## src/rtl/saw_pkg.sv

```systemverilog
// Shared definitions for the stop-and-wait link: receiver states, CRC polynomial
// and default frame geometry, reused by both ends of the link.
package saw_pkg;

   typedef enum logic [1:0] {
      S_IDLE    = 2'd0,
      S_CHECK   = 2'd1,
      S_DELIVER = 2'd2,
      S_ACK     = 2'd3
   } saw_state_e;

   // x^4 + x + 1 with the implicit x^4 term dropped
   localparam logic [3:0] CRC_POLY = 4'b0011;

   localparam int SAW_BW = 10;
   localparam int SAW_DW = 5;
   localparam int SAW_CW = SAW_BW - 1 - SAW_DW;

   function automatic logic [7:0] sat_inc(input logic [7:0] v);
      return (v == 8'hFF) ? v : v + 8'd1;
   endfunction

endpackage

```

## src/rtl/crc_serial_chk.sv

```systemverilog
// Bit-serial polynomial divider, MSB first; a zero remainder after the whole
// frame (payload plus appended CRC) has been shifted in means the frame is intact.
module crc_serial_chk
   import saw_pkg::*;
#(
   parameter int             CW   = SAW_CW,
   parameter logic [CW-1:0]  POLY = CRC_POLY
) (
   input  logic          clk,
   input  logic          rstn,
   input  logic          i_clr,
   input  logic          i_shift,
   input  logic          i_bit,
   output logic [CW-1:0] o_rem
);

   logic [CW-1:0] r_rem;

   always_ff @(posedge clk or negedge rstn) begin
      if (!rstn)
         r_rem <= '0;
      else if (i_clr)
         r_rem <= '0;
      else if (i_shift)
         r_rem <= {r_rem[CW-2:0], i_bit} ^ (r_rem[CW-1] ? POLY : '0);
   end

   assign o_rem = r_rem;

endmodule

```

## src/rtl/saw_receiver.sv

```systemverilog
// Stop-and-wait receiver: accepts one frame, checks its CRC serially, delivers
// new payloads, acknowledges good frames and counts CRC errors and duplicates.
module saw_receiver
   import saw_pkg::*;
#(
   parameter int BW = SAW_BW,
   parameter int DW = SAW_DW
) (
   input  logic          clk,
   input  logic          rstn,
   input  logic [BW-1:0] frame_in,
   input  logic          frame_valid,
   output logic          frame_ready,
   output logic [DW-1:0] data_out,
   output logic          data_valid,
   input  logic          data_ready,
   output logic          ack_seq,
   output logic          ack_valid,
   input  logic          ack_ready,
   output logic [7:0]    err_cnt,
   output logic [7:0]    dup_cnt
);

   localparam int CW   = BW - 1 - DW;
   localparam int CNTW = $clog2(BW);

   saw_state_e    r_state, w_state_nxt;
   logic          r_seq;
   logic [DW-1:0] r_data;
   logic [BW-1:0] r_shreg;
   logic [CNTW-1:0] r_bit_cnt;
   logic          r_chk_done;
   logic          r_exp_seq;
   logic [7:0]    r_err_cnt, r_dup_cnt;
   logic [CW-1:0] w_rem;
   logic          w_accept, w_shift, w_err, w_dup, w_deliver;

   crc_serial_chk #(.CW(CW)) u_crc (
      .clk     (clk),
      .rstn    (rstn),
      .i_clr   (w_accept),
      .i_shift (w_shift),
      .i_bit   (r_shreg[BW-1]),
      .o_rem   (w_rem)
   );

   always_ff @(posedge clk or negedge rstn) begin
      if (!rstn) r_state <= S_IDLE;
      else       r_state <= w_state_nxt;
   end

   // The verdict is taken one cycle after the last shift so it sees the
   // registered remainder including the final bit.
   always_comb begin
      w_state_nxt = r_state;
      w_accept    = 1'b0;
      w_shift     = 1'b0;
      w_err       = 1'b0;
      w_dup       = 1'b0;
      w_deliver   = 1'b0;
      unique case (r_state)
         S_IDLE: begin
            if (frame_valid) begin
               w_accept    = 1'b1;
               w_state_nxt = S_CHECK;
            end
         end
         S_CHECK: begin
            if (!r_chk_done) begin
               w_shift = 1'b1;
            end else if (w_rem != '0) begin
               w_err       = 1'b1;
               w_state_nxt = S_IDLE;
            end else if (r_seq == r_exp_seq) begin
               w_state_nxt = S_DELIVER;
            end else begin
               w_dup       = 1'b1;
               w_state_nxt = S_ACK;
            end
         end
         S_DELIVER: begin
            if (data_ready) begin
               w_deliver   = 1'b1;
               w_state_nxt = S_ACK;
            end
         end
         S_ACK: begin
            if (ack_ready) w_state_nxt = S_IDLE;
         end
         default: w_state_nxt = S_IDLE;
      endcase
   end

   always_ff @(posedge clk or negedge rstn) begin
      if (!rstn) begin
         r_seq      <= 1'b0;
         r_data     <= '0;
         r_shreg    <= '0;
         r_bit_cnt  <= '0;
         r_chk_done <= 1'b0;
         r_exp_seq  <= 1'b0;
         r_err_cnt  <= '0;
         r_dup_cnt  <= '0;
      end else begin
         if (w_accept) begin
            r_seq      <= frame_in[BW-1];
            r_data     <= frame_in[BW-2 -: DW];
            r_shreg    <= frame_in;
            r_bit_cnt  <= '0;
            r_chk_done <= 1'b0;
         end
         if (w_shift) begin
            r_shreg <= {r_shreg[BW-2:0], 1'b0};
            if (r_bit_cnt == CNTW'(BW-1)) begin
               r_bit_cnt  <= '0;
               r_chk_done <= 1'b1;
            end else begin
               r_bit_cnt <= r_bit_cnt + CNTW'(1);
            end
         end
         if (w_err)     r_err_cnt <= sat_inc(r_err_cnt);
         if (w_dup)     r_dup_cnt <= sat_inc(r_dup_cnt);
         if (w_deliver) r_exp_seq <= ~r_exp_seq;
      end
   end

   assign frame_ready = (r_state == S_IDLE);
   assign data_valid  = (r_state == S_DELIVER);
   assign ack_valid   = (r_state == S_ACK);
   assign data_out    = data_valid ? r_data : '0;
   assign ack_seq     = ack_valid ? r_seq : 1'b0;
   assign err_cnt     = r_err_cnt;
   assign dup_cnt     = r_dup_cnt;

endmodule
```

## config.mk

```make
export PLATFORM = sky130hd
export DESIGN_NAME = saw_receiver
export DESIGN_NICKNAME = d
export VERILOG_FILES = /design/src/rtl/saw_pkg.sv /design/src/rtl/crc_serial_chk.sv /design/src/rtl/saw_receiver.sv
export SDC_FILE = /design/constraint.sdc
export NUM_CORES = 1
export LEC_CHECK = 0
export BUFFER_PORTS_ARGS = -buffer_cell sky130_fd_sc_hd__clkbuf_2
export CORE_UTILIZATION = 35
export CTS_BUF_LIST = sky130_fd_sc_hd__clkbuf_8 sky130_fd_sc_hd__clkbuf_16
export DETAILED_ROUTE_END_ITERATION = 12
export PLACE_DENSITY_LB_ADDON = 0.05
export SLEW_MARGIN = 25
export SYNTH_ARGS = -nofsm -noshare
export SYNTH_HDL_FRONTEND = slang
export SYNTH_SLANG_ARGS = --single-unit
```

## constraint.sdc

```tcl
create_clock -name clk -period 3 [get_ports clk]
set_clock_uncertainty 0.2 [all_clocks]
set_input_delay 0.3 -clock clk [delete_from_list [all_inputs] [get_ports clk]]
set_output_delay 0.3 -clock clk [all_outputs]
set_load 0.01 [all_outputs]
```

==> impl_metrics.toml <==
[synthesis]
syn_area_mm2 = 0.00204
synth_cells = 201
netlist_top_cells_area = "dfrtp_1, nand2_1, xor2_1"
syn_avg_cell_area_um2 = 10.2
synth_most_common_cell = "nand2_1"
synth_top_area_share_pct = 53.9
yosysUniqueCellTypes = 36
netlist.top_cell.by_area = "dfrtp_1"
synth_ff_type = "dfrtp_1"
ys_warn_count = 0
syn_nets = 220
ys_async_sr_fraction_pct = 100
synth-seq-cells = 44
synth_common_cells = "nand2_1, dfrtp_1, nor2_1, xor2_1"
synth-edff-count = 0
ys_seq_area_share_pct = 53.9

[global_route]
grt_max_degree = 45
met3_usage_pct = 4.53
grt_pass1_wl_um = 7400
busiest_layer = "met2"
use_met1_pct = 19.7
grt_antenna_before_repair = 0
met2_usage_pct = 25.1
first_global_vias = 1579
track_usage_pct = 15.7
grt_overflow_total = 0

[final_layout]
multiInputGateArea_um2 = 896
antenna_cells = 0
syn_to_final_growth_pct = 18.4
fin_nets = 264
register_area_mm2 = 0.00110
layout-drive-gt1-share_pct = 22.9
final_cells = 317
fill_cells = 584

[worst_setup_path]
arrival_ps = 2190
max_stage_delay_ps = 660
critPathSlowestCell = "a211oi_1"
cp-end-kind = "flip-flop"
crit_fanout = 6
start_kind = "flip-flop"
required_ps = 2980
r2r_slack_ps = 790
crit_chain = "ha_1 > and3_1 > a211oi_1 > mux2_2"
critPathKind = "flip-flop to flip-flop"

[place]
place_congestion = 0.710
portBuffers = 39
hpwl_um = 2840
dp.cells = 308

[floorplanning]
die_x_um = 78.4
initial_core_util_pct = 36.7
dieArea_mm2 = 0.00615
fp.dieH_um = 78.4
num_rows = 27
coreArea_mm2 = 0.00557
pin_count = 40

[cts]
cts_setup_buffers = 0
insertion_delay_ps = 290
cts_tree = "built"
clk_path_buf_depth = 2
clk_pin_slew_ps = 80
root_buffer = "clkbuf_8"
clkSinkCount = 44
numCtsBuffers = 5
htreeDepth = 2
cts-resized-gates = 0

[drt]
drc_errors = 0
dr.pass1.iters = 5
route.final.wire_length_um = 4090
drt_iter0_markers = 86
vias_per_cell = 4.88
wl_per_cell_um = 12.9
ant_nets = 0
vias = 1546

[power_and_ir_drop]
power_density_mw_per_mm2 = 903
power.total_w = 0.00219
leakagePower_nw = 1.21
vdd_ir_drop_max_mv = 0.386

[timing]
setup_viol_count_final = 0
hold_violations = 0
fin_crit_sh_pct = 73.6
slew_headroom_pct = 49.0
tns_ps = 0
report.final.slew_viol_count = 0
fin_crit_ps = 2210
worst_pin_slew_ps = 760
fmax_mhz = 453
rsz0062_at_grt = "false"

[worst_hold_path]
hold_path_class = "input port to flip-flop"

[run]
maxCapViolCount = 0

[run_status]
status = "complete, no violations"
-- critical path, delay by kind of cell, from the launching register on --
family / cells / cell delay (ps)
compound gates: 1 / 660
mux: 1 / 410
simple gates: 1 / 190
fa+ha+maj: 1 / 220
flops: 1 / 420
-- cells in the final DEF (no fill, tap or decap), types with 6 or more instances in the layout --
cell / Yosys / layout
nand3_1: 7 / 7
dfrtp_1: 44 / 44
clkbuf_2: 1 / 39
xor2_1: 9 / 9
and2_1: 6 / 6
o21ai_0: 8 / 8
nor2_1: 9 / 9
nand2_1: 48 / 48
xnor2_1: 8 / 8
-- report_power, final --
part	switching, W	total, W	internal [W]
sequential	0.000198	0.00101	0.000811
combinational	0.000459	0.000829	0.000370
clock	0.000192	0.000348	0.000155
total	0.000849	0.00219	0.00134
-- routing by layer --
layer  vias up  wire length, um
li1        775                -
met1       736             1980
met2        29             1880
met3         6              171
met4         0               59
met5         -                0
-- layout make-up --
| class | count | share of cell area, % |
|---|---|---|
| multi-input combinational | 146 | 37.0 |
| timing repair buffer | 45 | 10.1 |
| sequential | 44 | 45.5 |
| tap | 72 | 3.72 |
| inverter | 3 | 0.465 |
| clock inverter | 2 | 0.362 |
| clock buffer | 5 | 2.84 |
-- repair_timing --
item | in CTS | in global routing
hold buffers | 2 | 0
setup endpoints to repair | 0 | 0
hold endpoints to repair | 45 | 0
-- flip-flops by register name, indices dropped and copies added (netlist names), named ones only --
name and count:
r_shreg 10, dup_cnt 8, err_cnt 8, r_data 5, r_bit_cnt 4, u_crc.o_rem 4, r_chk_done 1, r_exp_seq 1
r_seq 1, r_state 1
-- cell families (layout without fill, tap and decap cells) --
kind of cell / count (synthesis) / count (layout) / share of synthesized area, %
and+or+nand+nor: 98 / 98 / 24.3
buffers and inverters: 11 / 55 / 2.33
muxes: 4 / 4 / 2.94
adders and majority gates: 4 / 4 / 2.45
xor gates and xnor gates: 17 / 17 / 7.28
AOI/OAI and AO/OA: 23 / 23 / 6.85
DFF: 44 / 44 / 53.9
-- path summary, 6_finish.rpt --
path / from / end / cells after the start
worst min register to register: r_data[1] / r_data[1] / 2
worst max-delay path: err_cnt[0] / err_cnt[1] / 4
worst max register to register: err_cnt[0] / err_cnt[1] / 4
worst min-delay path: frame_in[9] / r_seq / 3
max in group asynchronous: rstn / r_shreg[3] / 3
min in group asynchronous: rstn / err_cnt[3] / 3
-- through the flow --
step	util [%]	hold WS, ps	instance area (um^2)	setup slack, ps
after floorplan	-	-196	2040	932
after global placement	41.7	228	2320	841
after detailed placement	41.7	222	2320	800
after CTS	43.4	7.93	2420	779
after global routing	43.4	26.1	2420	688
final	43.4	15.7	2420	793
Power figures use the tool's default switching activity.
